**config.mk**
```make
export PLATFORM = sky130hd
export DESIGN_NAME = mdu_hilo
export DESIGN_NICKNAME = d
export VERILOG_FILES = /design/src/rtl/mdu_pkg.sv /design/src/rtl/mdu_div_step.sv /design/src/rtl/mdu_hilo.sv
export SDC_FILE = /design/constraint.sdc
export NUM_CORES = 1
export LEC_CHECK = 0
export BUFFER_PORTS_ARGS = -buffer_cell sky130_fd_sc_hd__buf_2
export CAP_MARGIN = 20
export CORE_MARGIN = 1.5
export CORE_UTILIZATION = 62
export CTS_CLUSTER_SIZE = 16
export DETAILED_ROUTE_END_ITERATION = 10
export GPL_ROUTABILITY_DRIVEN = 1
export GPL_TIMING_DRIVEN = 0
export HOLD_SLACK_MARGIN = 0.08
export PLACE_DENSITY = 0.91
export REMOVE_ABC_BUFFERS = 1
export SKIP_CTS_REPAIR_TIMING = 1
export SLEW_MARGIN = 20
export SYNTH_ARGS = -nofsm -noshare
export SYNTH_HDL_FRONTEND = slang
export SYNTH_SLANG_ARGS = --single-unit
export TNS_END_PERCENT = 10
```
**constraint.sdc**
```tcl
create_clock -name clk -period 4.28 [get_ports clk]
set_input_delay 0.856 -clock clk [delete_from_list [all_inputs] [get_ports clk]]
set_output_delay 0.856 -clock clk [all_outputs]
set_load 0.01 [all_outputs]
```
**src/rtl/mdu_pkg.sv**
```systemverilog
// rtl/mdu_pkg.sv - op encodings, FSM states and sizing helper for the HI/LO multiply/divide unit
package mdu_pkg;

  localparam logic [2:0] MDU_MULTU = 3'b000;
  localparam logic [2:0] MDU_MULT  = 3'b001;
  localparam logic [2:0] MDU_DIVU  = 3'b010;
  localparam logic [2:0] MDU_DIV   = 3'b011;
  localparam logic [2:0] MDU_MTHI  = 3'b100;
  localparam logic [2:0] MDU_MTLO  = 3'b101;

  typedef enum logic [1:0] {
    IDLE = 2'd0,
    CALC = 2'd1,
    FIX  = 2'd2
  } mdu_state_e;

  // Bits needed to hold values 0..value-1, never less than 1.
  function automatic int clog2(input int value);
    int w;
    w = 1;
    while ((1 << w) < value) w++;
    return w;
  endfunction

endpackage

```
**src/rtl/mdu_div_step.sv**
```systemverilog
// rtl/mdu_div_step.sv - one restoring-division step (one quotient bit)
// Ports:
//   rem      in   WIDTH  current partial remainder
//   next_bit in   1      next dividend bit shifted into the remainder
//   divisor  in   WIDTH  divisor magnitude
//   rem_next out  WIDTH  partial remainder after this step
//   q_bit    out  1      quotient bit produced by this step
module mdu_div_step #(
  parameter int WIDTH = 32
) (
  input  logic [WIDTH-1:0] rem,
  input  logic             next_bit,
  input  logic [WIDTH-1:0] divisor,
  output logic [WIDTH-1:0] rem_next,
  output logic             q_bit
);

  logic [WIDTH:0]   partial;
  logic [WIDTH+1:0] diff;

  always_comb begin
    partial  = {rem, next_bit};
    // Extra top bit acts as the borrow: set means partial < divisor.
    diff     = {1'b0, partial} - {2'b00, divisor};
    q_bit    = ~diff[WIDTH+1];
    rem_next = q_bit ? diff[WIDTH-1:0] : partial[WIDTH-1:0];
  end

endmodule

```
**src/rtl/mdu_hilo.sv**
```systemverilog
// rtl/mdu_hilo.sv - iterative multiply/divide unit with architectural HI/LO registers
// Ports:
//   clk, rst_n   clock, asynchronous active-low reset
//   start, op    issue request and operation (MULTU/MULT/DIVU/DIV/MTHI/MTLO)
//   a, b         operands (a also carries MTHI/MTLO data)
//   abort        cancel an in-flight multiply/divide
//   busy, done   multiply/divide in progress; one-cycle result pulse
//   div_by_zero  sticky flag for the last accepted multiply/divide
//   hi, lo       HI/LO registers
module mdu_hilo
  import mdu_pkg::*;
#(
  parameter int WIDTH = 32
) (
  input  logic             clk,
  input  logic             rst_n,
  input  logic             start,
  input  logic [2:0]       op,
  input  logic [WIDTH-1:0] a,
  input  logic [WIDTH-1:0] b,
  input  logic             abort,
  output logic             busy,
  output logic             done,
  output logic             div_by_zero,
  output logic [WIDTH-1:0] hi,
  output logic [WIDTH-1:0] lo
);

  localparam int CW = clog2(WIDTH);

  mdu_state_e state_q, state_d;

  logic [CW-1:0]    cnt_q;
  logic             div_q;      // running op is a divide
  logic             neg_q;      // negate product / quotient at FIX
  logic             rem_neg_q;  // remainder takes the dividend's sign
  logic [WIDTH-1:0] a_q;        // raw dividend, returned in HI on divide by zero
  logic [WIDTH-1:0] opb_q;      // multiplicand (mult) or divisor (div) magnitude
  logic [WIDTH-1:0] acc_hi_q;
  logic [WIDTH-1:0] acc_lo_q;

  logic             accept;
  logic             mt_write;
  logic [WIDTH-1:0] a_abs;
  logic [WIDTH-1:0] b_abs;

  logic [WIDTH:0]   mul_sum;
  logic [WIDTH-1:0] mul_hi_next;
  logic [WIDTH-1:0] mul_lo_next;
  logic [WIDTH-1:0] div_rem_next;
  logic             div_q_bit;
  logic [WIDTH-1:0] div_lo_next;

  logic [2*WIDTH-1:0] prod;
  logic [2*WIDTH-1:0] prod_fix;
  logic [WIDTH-1:0]   quot_fix;
  logic [WIDTH-1:0]   rem_fix;
  logic [WIDTH-1:0]   res_hi;
  logic [WIDTH-1:0]   res_lo;

  assign busy     = (state_q != IDLE);
  assign accept   = (state_q == IDLE) && start && !abort && !op[2];
  assign mt_write = (state_q == IDLE) && start && !abort &&
                    ((op == MDU_MTHI) || (op == MDU_MTLO));

  // Signed ops work on magnitudes; op[0] marks the signed variants.
  assign a_abs = (op[0] && a[WIDTH-1]) ? -a : a;
  assign b_abs = (op[0] && b[WIDTH-1]) ? -b : b;

  // Shift-add: LO holds the remaining multiplier bits, product shifts in from the top.
  always_comb begin
    mul_sum     = {1'b0, acc_hi_q} + (acc_lo_q[0] ? {1'b0, opb_q} : {(WIDTH+1){1'b0}});
    mul_hi_next = mul_sum[WIDTH:1];
    mul_lo_next = {mul_sum[0], acc_lo_q[WIDTH-1:1]};
  end

  // Restoring divide: LO shifts dividend bits out the top and quotient bits in the bottom.
  mdu_div_step #(.WIDTH(WIDTH)) u_div_step (
    .rem      (acc_hi_q),
    .next_bit (acc_lo_q[WIDTH-1]),
    .divisor  (opb_q),
    .rem_next (div_rem_next),
    .q_bit    (div_q_bit)
  );

  assign div_lo_next = {acc_lo_q[WIDTH-2:0], div_q_bit};

  always_comb begin
    prod     = {acc_hi_q, acc_lo_q};
    prod_fix = neg_q ? -prod : prod;
    quot_fix = neg_q ? -acc_lo_q : acc_lo_q;
    rem_fix  = rem_neg_q ? -acc_hi_q : acc_hi_q;
    res_hi   = prod_fix[2*WIDTH-1:WIDTH];
    res_lo   = prod_fix[WIDTH-1:0];
    if (div_q) begin
      if (div_by_zero) begin
        res_hi = a_q;
        res_lo = {WIDTH{1'b1}};
      end else begin
        res_hi = rem_fix;
        res_lo = quot_fix;
      end
    end
  end

  always_ff @(posedge clk or negedge rst_n) begin
    if (!rst_n) begin
      state_q <= IDLE;
    end else begin
      state_q <= state_d;
    end
  end

  always_comb begin
    state_d = state_q;
    case (state_q)
      IDLE: if (accept) state_d = CALC;
      CALC: begin
        if (abort) begin
          state_d = IDLE;
        end else if (cnt_q == '0) begin
          state_d = FIX;
        end
      end
      FIX:     state_d = IDLE;
      default: state_d = IDLE;
    endcase
  end

  always_ff @(posedge clk or negedge rst_n) begin
    if (!rst_n) begin
      cnt_q       <= '0;
      div_q       <= 1'b0;
      neg_q       <= 1'b0;
      rem_neg_q   <= 1'b0;
      a_q         <= '0;
      opb_q       <= '0;
      acc_hi_q    <= '0;
      acc_lo_q    <= '0;
      done        <= 1'b0;
      div_by_zero <= 1'b0;
      hi          <= '0;
      lo          <= '0;
    end else begin
      done <= 1'b0;
      case (state_q)
        IDLE: begin
          if (accept) begin
            cnt_q       <= CW'(WIDTH - 1);
            div_q       <= op[1];
            neg_q       <= op[0] & (a[WIDTH-1] ^ b[WIDTH-1]);
            rem_neg_q   <= op[0] & a[WIDTH-1];
            div_by_zero <= op[1] & (b == '0);
            a_q         <= a;
            acc_hi_q    <= '0;
            if (op[1]) begin
              acc_lo_q <= a_abs;
              opb_q    <= b_abs;
            end else begin
              acc_lo_q <= b_abs;
              opb_q    <= a_abs;
            end
          end else if (mt_write) begin
            if (op == MDU_MTHI) begin
              hi <= a;
            end else begin
              lo <= a;
            end
          end
        end
        CALC: begin
          if (!abort) begin
            cnt_q <= cnt_q - CW'(1);
            if (div_q) begin
              acc_hi_q <= div_rem_next;
              acc_lo_q <= div_lo_next;
            end else begin
              acc_hi_q <= mul_hi_next;
              acc_lo_q <= mul_lo_next;
            end
          end
        end
        FIX: begin
          if (!abort) begin
            hi   <= res_hi;
            lo   <= res_lo;
            done <= 1'b1;
          end
        end
        default: ;
      endcase
    end
  end

endmodule

```
==> impl_metrics.yaml <==
floorplanning:
  start_util_pct: 63.50
  die_h_um: 169.4
  core-area_um2: 27030
  io_pins: 138
  dieArea_um2: 28690
  rows: 60
  die_w_um: 169.4
power_and_ir_drop:
  combinationalPowerShare_pct: 54.5
  power.share.clock_pct: 16.4
  power.density_nw_per_um2: 626.6
  power.leakage_nw: 8.270
  ir_worst_vdd_uv: 365.3
  seq_power_share_pct: 29.0
  switching_power_w: 0.005616
  p_int_w: 0.006155
  switching_share_pct: 47.71
setup_path:
  startpoint: "op[1]"
  crit_fanout: 96
  crit_type: "in -> reg"
  ff2ff_path_depth: 11
  rrSetupSlack_ns: 0.23
  arrival_ns: 4.67
  required_ns: 4.65
  r2r_end: "acc_hi_q[27]"
  worstSetupStartpointType: "input port"
  end_kind: "register"
  r2r_start: "acc_hi_q[10]"
drt:
  vias: 17907
  drc: 0
  vias_per_cell: 6.768
  drt-pass1-iter-count: 6
  wl_per_cell_um: 21.78
  wl_mm: 57.63
  drtIter0Drc: 2210
  drtAntennaViolNets: 0
logic_synthesis:
  synth-compound-area-share_pct: 25.30
  synth_edf_count: 0
  ys_ff_latch: 204
  muxShareOfSynthArea_pct: 3.645
  yosysUniqueCellTypes: 81
  seq_area_frac_synth_pct: 29.74
  synthFlopType: "dfrtp_1"
  synth_area_um2: 17160
  synthCells: 2285
  synth-adder-area-share_pct: 5.336
  synth_warnings: 0
  synth-xor-area-share_pct: 8.982
  async_reset_ff_share_pct: 100.0
  synth-simple-area-share_pct: 21.32
  synth.avg_cell_area_um2: 7.511
  synth_top_family_by_area: "compound AO/OA/AOI/OAI gates"
place:
  portBuffers: 137
  dpl.hpwl_mm: 41.66
  gp_congestion: 0.9750
  placedCellCount: 2607
  placed_cell_area_um2: 18070
sta:
  whs_ns: 0.2477
  slew-limit-headroom_pct: 22.20
  setup_violations: 2
  fin_crit_ns: 4.299
  min_period_over_period_pct: 100.4
  worstMarginPinSlew_ns: 1.167
  rsz0062_at_grt: "no"
  worst_clock_skew_ns: 0.01037
  timing.fmax_ghz: 0.2326
  layout_setup_ws_ns: -0.01897
  slew_viol_final: 0
  finalHoldViolCount: 0
finish:
  most-common-layout-cells: "nand2_1 (315), o21ai_0 (228), nor2_1 (204), a21oi_1 (204), dfrtp_1 (201)"
  stdcell_count: 2646
  final_cell_area_um2: 18790
  synthToLayoutAreaGrowth_pct: 9.463
  drive_above_1_share_pct: 9.848
  diodes: 0
  mostFrequentLayoutCell: "nand2_1"
  nets: 2434
  num-fill-cells: 2157
clock_tree:
  cts_buffer_depth: 3
  cts_sinks: 204
  cts_made_buffers: 23
  clk_latency_ns: 0.52
  htree_num_levels: 1
  clockRootBuffer: "clkbuf_16"
  cts_tree: "built"
  path_clk_slew_ns: 0.06
hold_path:
  min_path_type: "in -> async"
global_route:
  grt_pass1_wl_mm: 90.91
  grt_pass1_vias: 16888
  grt-ovfl-total: 0
  antenna_found_initial: 0
  grt_usage_pct: 40.09
  grt_start_max_net_pins: 97
outcome:
  outcome: "complete, but fails checks"
  violations: "negative setup slack"
job:
  cap_violations: 0
==> state kept, by name, indices dropped and copies added, names as in the netlist <==
signal       flops
a_q             32
opb_q           32
lo              32
cnt_q            5
acc_lo_q        32
rem_neg_q        1
state_q          2
div_by_zero      1
div_q            1
done             1
neg_q            1
acc_hi_q        32
hi              32
==> layout make-up <==
cell class | instances | area (µm²) | area share (%)
clock buffer | 33 | 643.1 | 3.423
clock inverter | 6 | 60.06 | 0.3197
inverter | 82 | 310.3 | 1.652
multi-input combinational | 1827 | 11170 | 59.48
sequential | 204 | 5111 | 27.21
tap | 341 | 426.7 | 2.271
timing repair buffer | 153 | 1061 | 5.648
==> per-stage QoR <==
stage | util (%) | setup WS (ns) | setup TNS [ns] | power (W)
after floorplan | - | -0.2358 | -1.516 | 0.007696
after global placement | 65.16 | -2.540 | -467.29 | 0.009336
after detailed placement | 66.88 | -0.2313 | -1.304 | 0.009593
after CTS | 69.48 | -0.03085 | -0.03085 | 0.01156
after global routing | 69.51 | 0.02291 | 0 | 0.01254
final | 69.51 | -0.01897 | -0.03162 | 0.01177
==> synthesized netlist by cell type (all sizes together) (22+ instances only) <==
master,n,area (µm²)
nand2,317,1190
o21ai,235,1180
nor2,207,777.0
a21oi,205,1026
dfrtp,204,5105
clkbuf,151,566.8
xnor2,108,945.9
inv,80,300.3
ha,70,875.8
xor2,68,595.6
nand3,60,300.3
mux2i,58,580.6
nor3,44,225.2
o22ai,43,269.0
o211ai,33,247.7
a21o,27,202.7
and3,24,150.1
nor4,23,150.1
a211oi,22,165.2
==> per-layer routing <==
metal  track usage, %  vias up  part of all wire, %
met5                0        -                    0
met4            16.35        0                  4.1
met3            7.066      207                   12
met2            63.09     1140                   45
met1            54.79     8408                   39
li1                 -     8152                    -
==> how the worst max path moves through the flow <==
stage | to | slack, ns | cells past startpoint
global placement | acc_hi_q[20] | -2.54 | 7
CTS | acc_hi_q[24] | -0.03 | 12
floorplan | acc_lo_q[28] | -0.24 | 5
global route | acc_hi_q[27] | 0.02 | 11
detailed placement | hi[3] | -0.23 | 7
finish | hi[3] | -0.02 | 7
==> cells by family after synthesis <==
logic type	after synthesis
compound gates	719
simple gates	798
fa+ha+maj	72
buf+inv	254
flops	204
xor+xnor	176
mux	62
==> power by group through the flow <==
| stage | registers, W | clock network [W] | logic, W |
|---|---|---|---|
| 2_1_floorplan | 0.00317 | 0 | 0.00453 |
| 3_3_place_gp | 0.00339 | 0 | 0.00594 |
| 3_5_place_dp | 0.00338 | 0 | 0.00621 |
| 4_1_cts | 0.00335 | 0.00192 | 0.00629 |
| 5_1_grt | 0.00347 | 0.00200 | 0.00708 |
| 6_report | 0.00342 | 0.00193 | 0.00642 |
==> worst max-delay path, stage by stage <==
cell	delay [ns]
buf_4	0.67
nor3_1	0.25
o21a_2	0.55
nand2_1	0.63
clkinv_1	0.83
nand2_1	0.66
o21ai_0	0.19
Note: power is estimated with default switching activity, not from simulation.
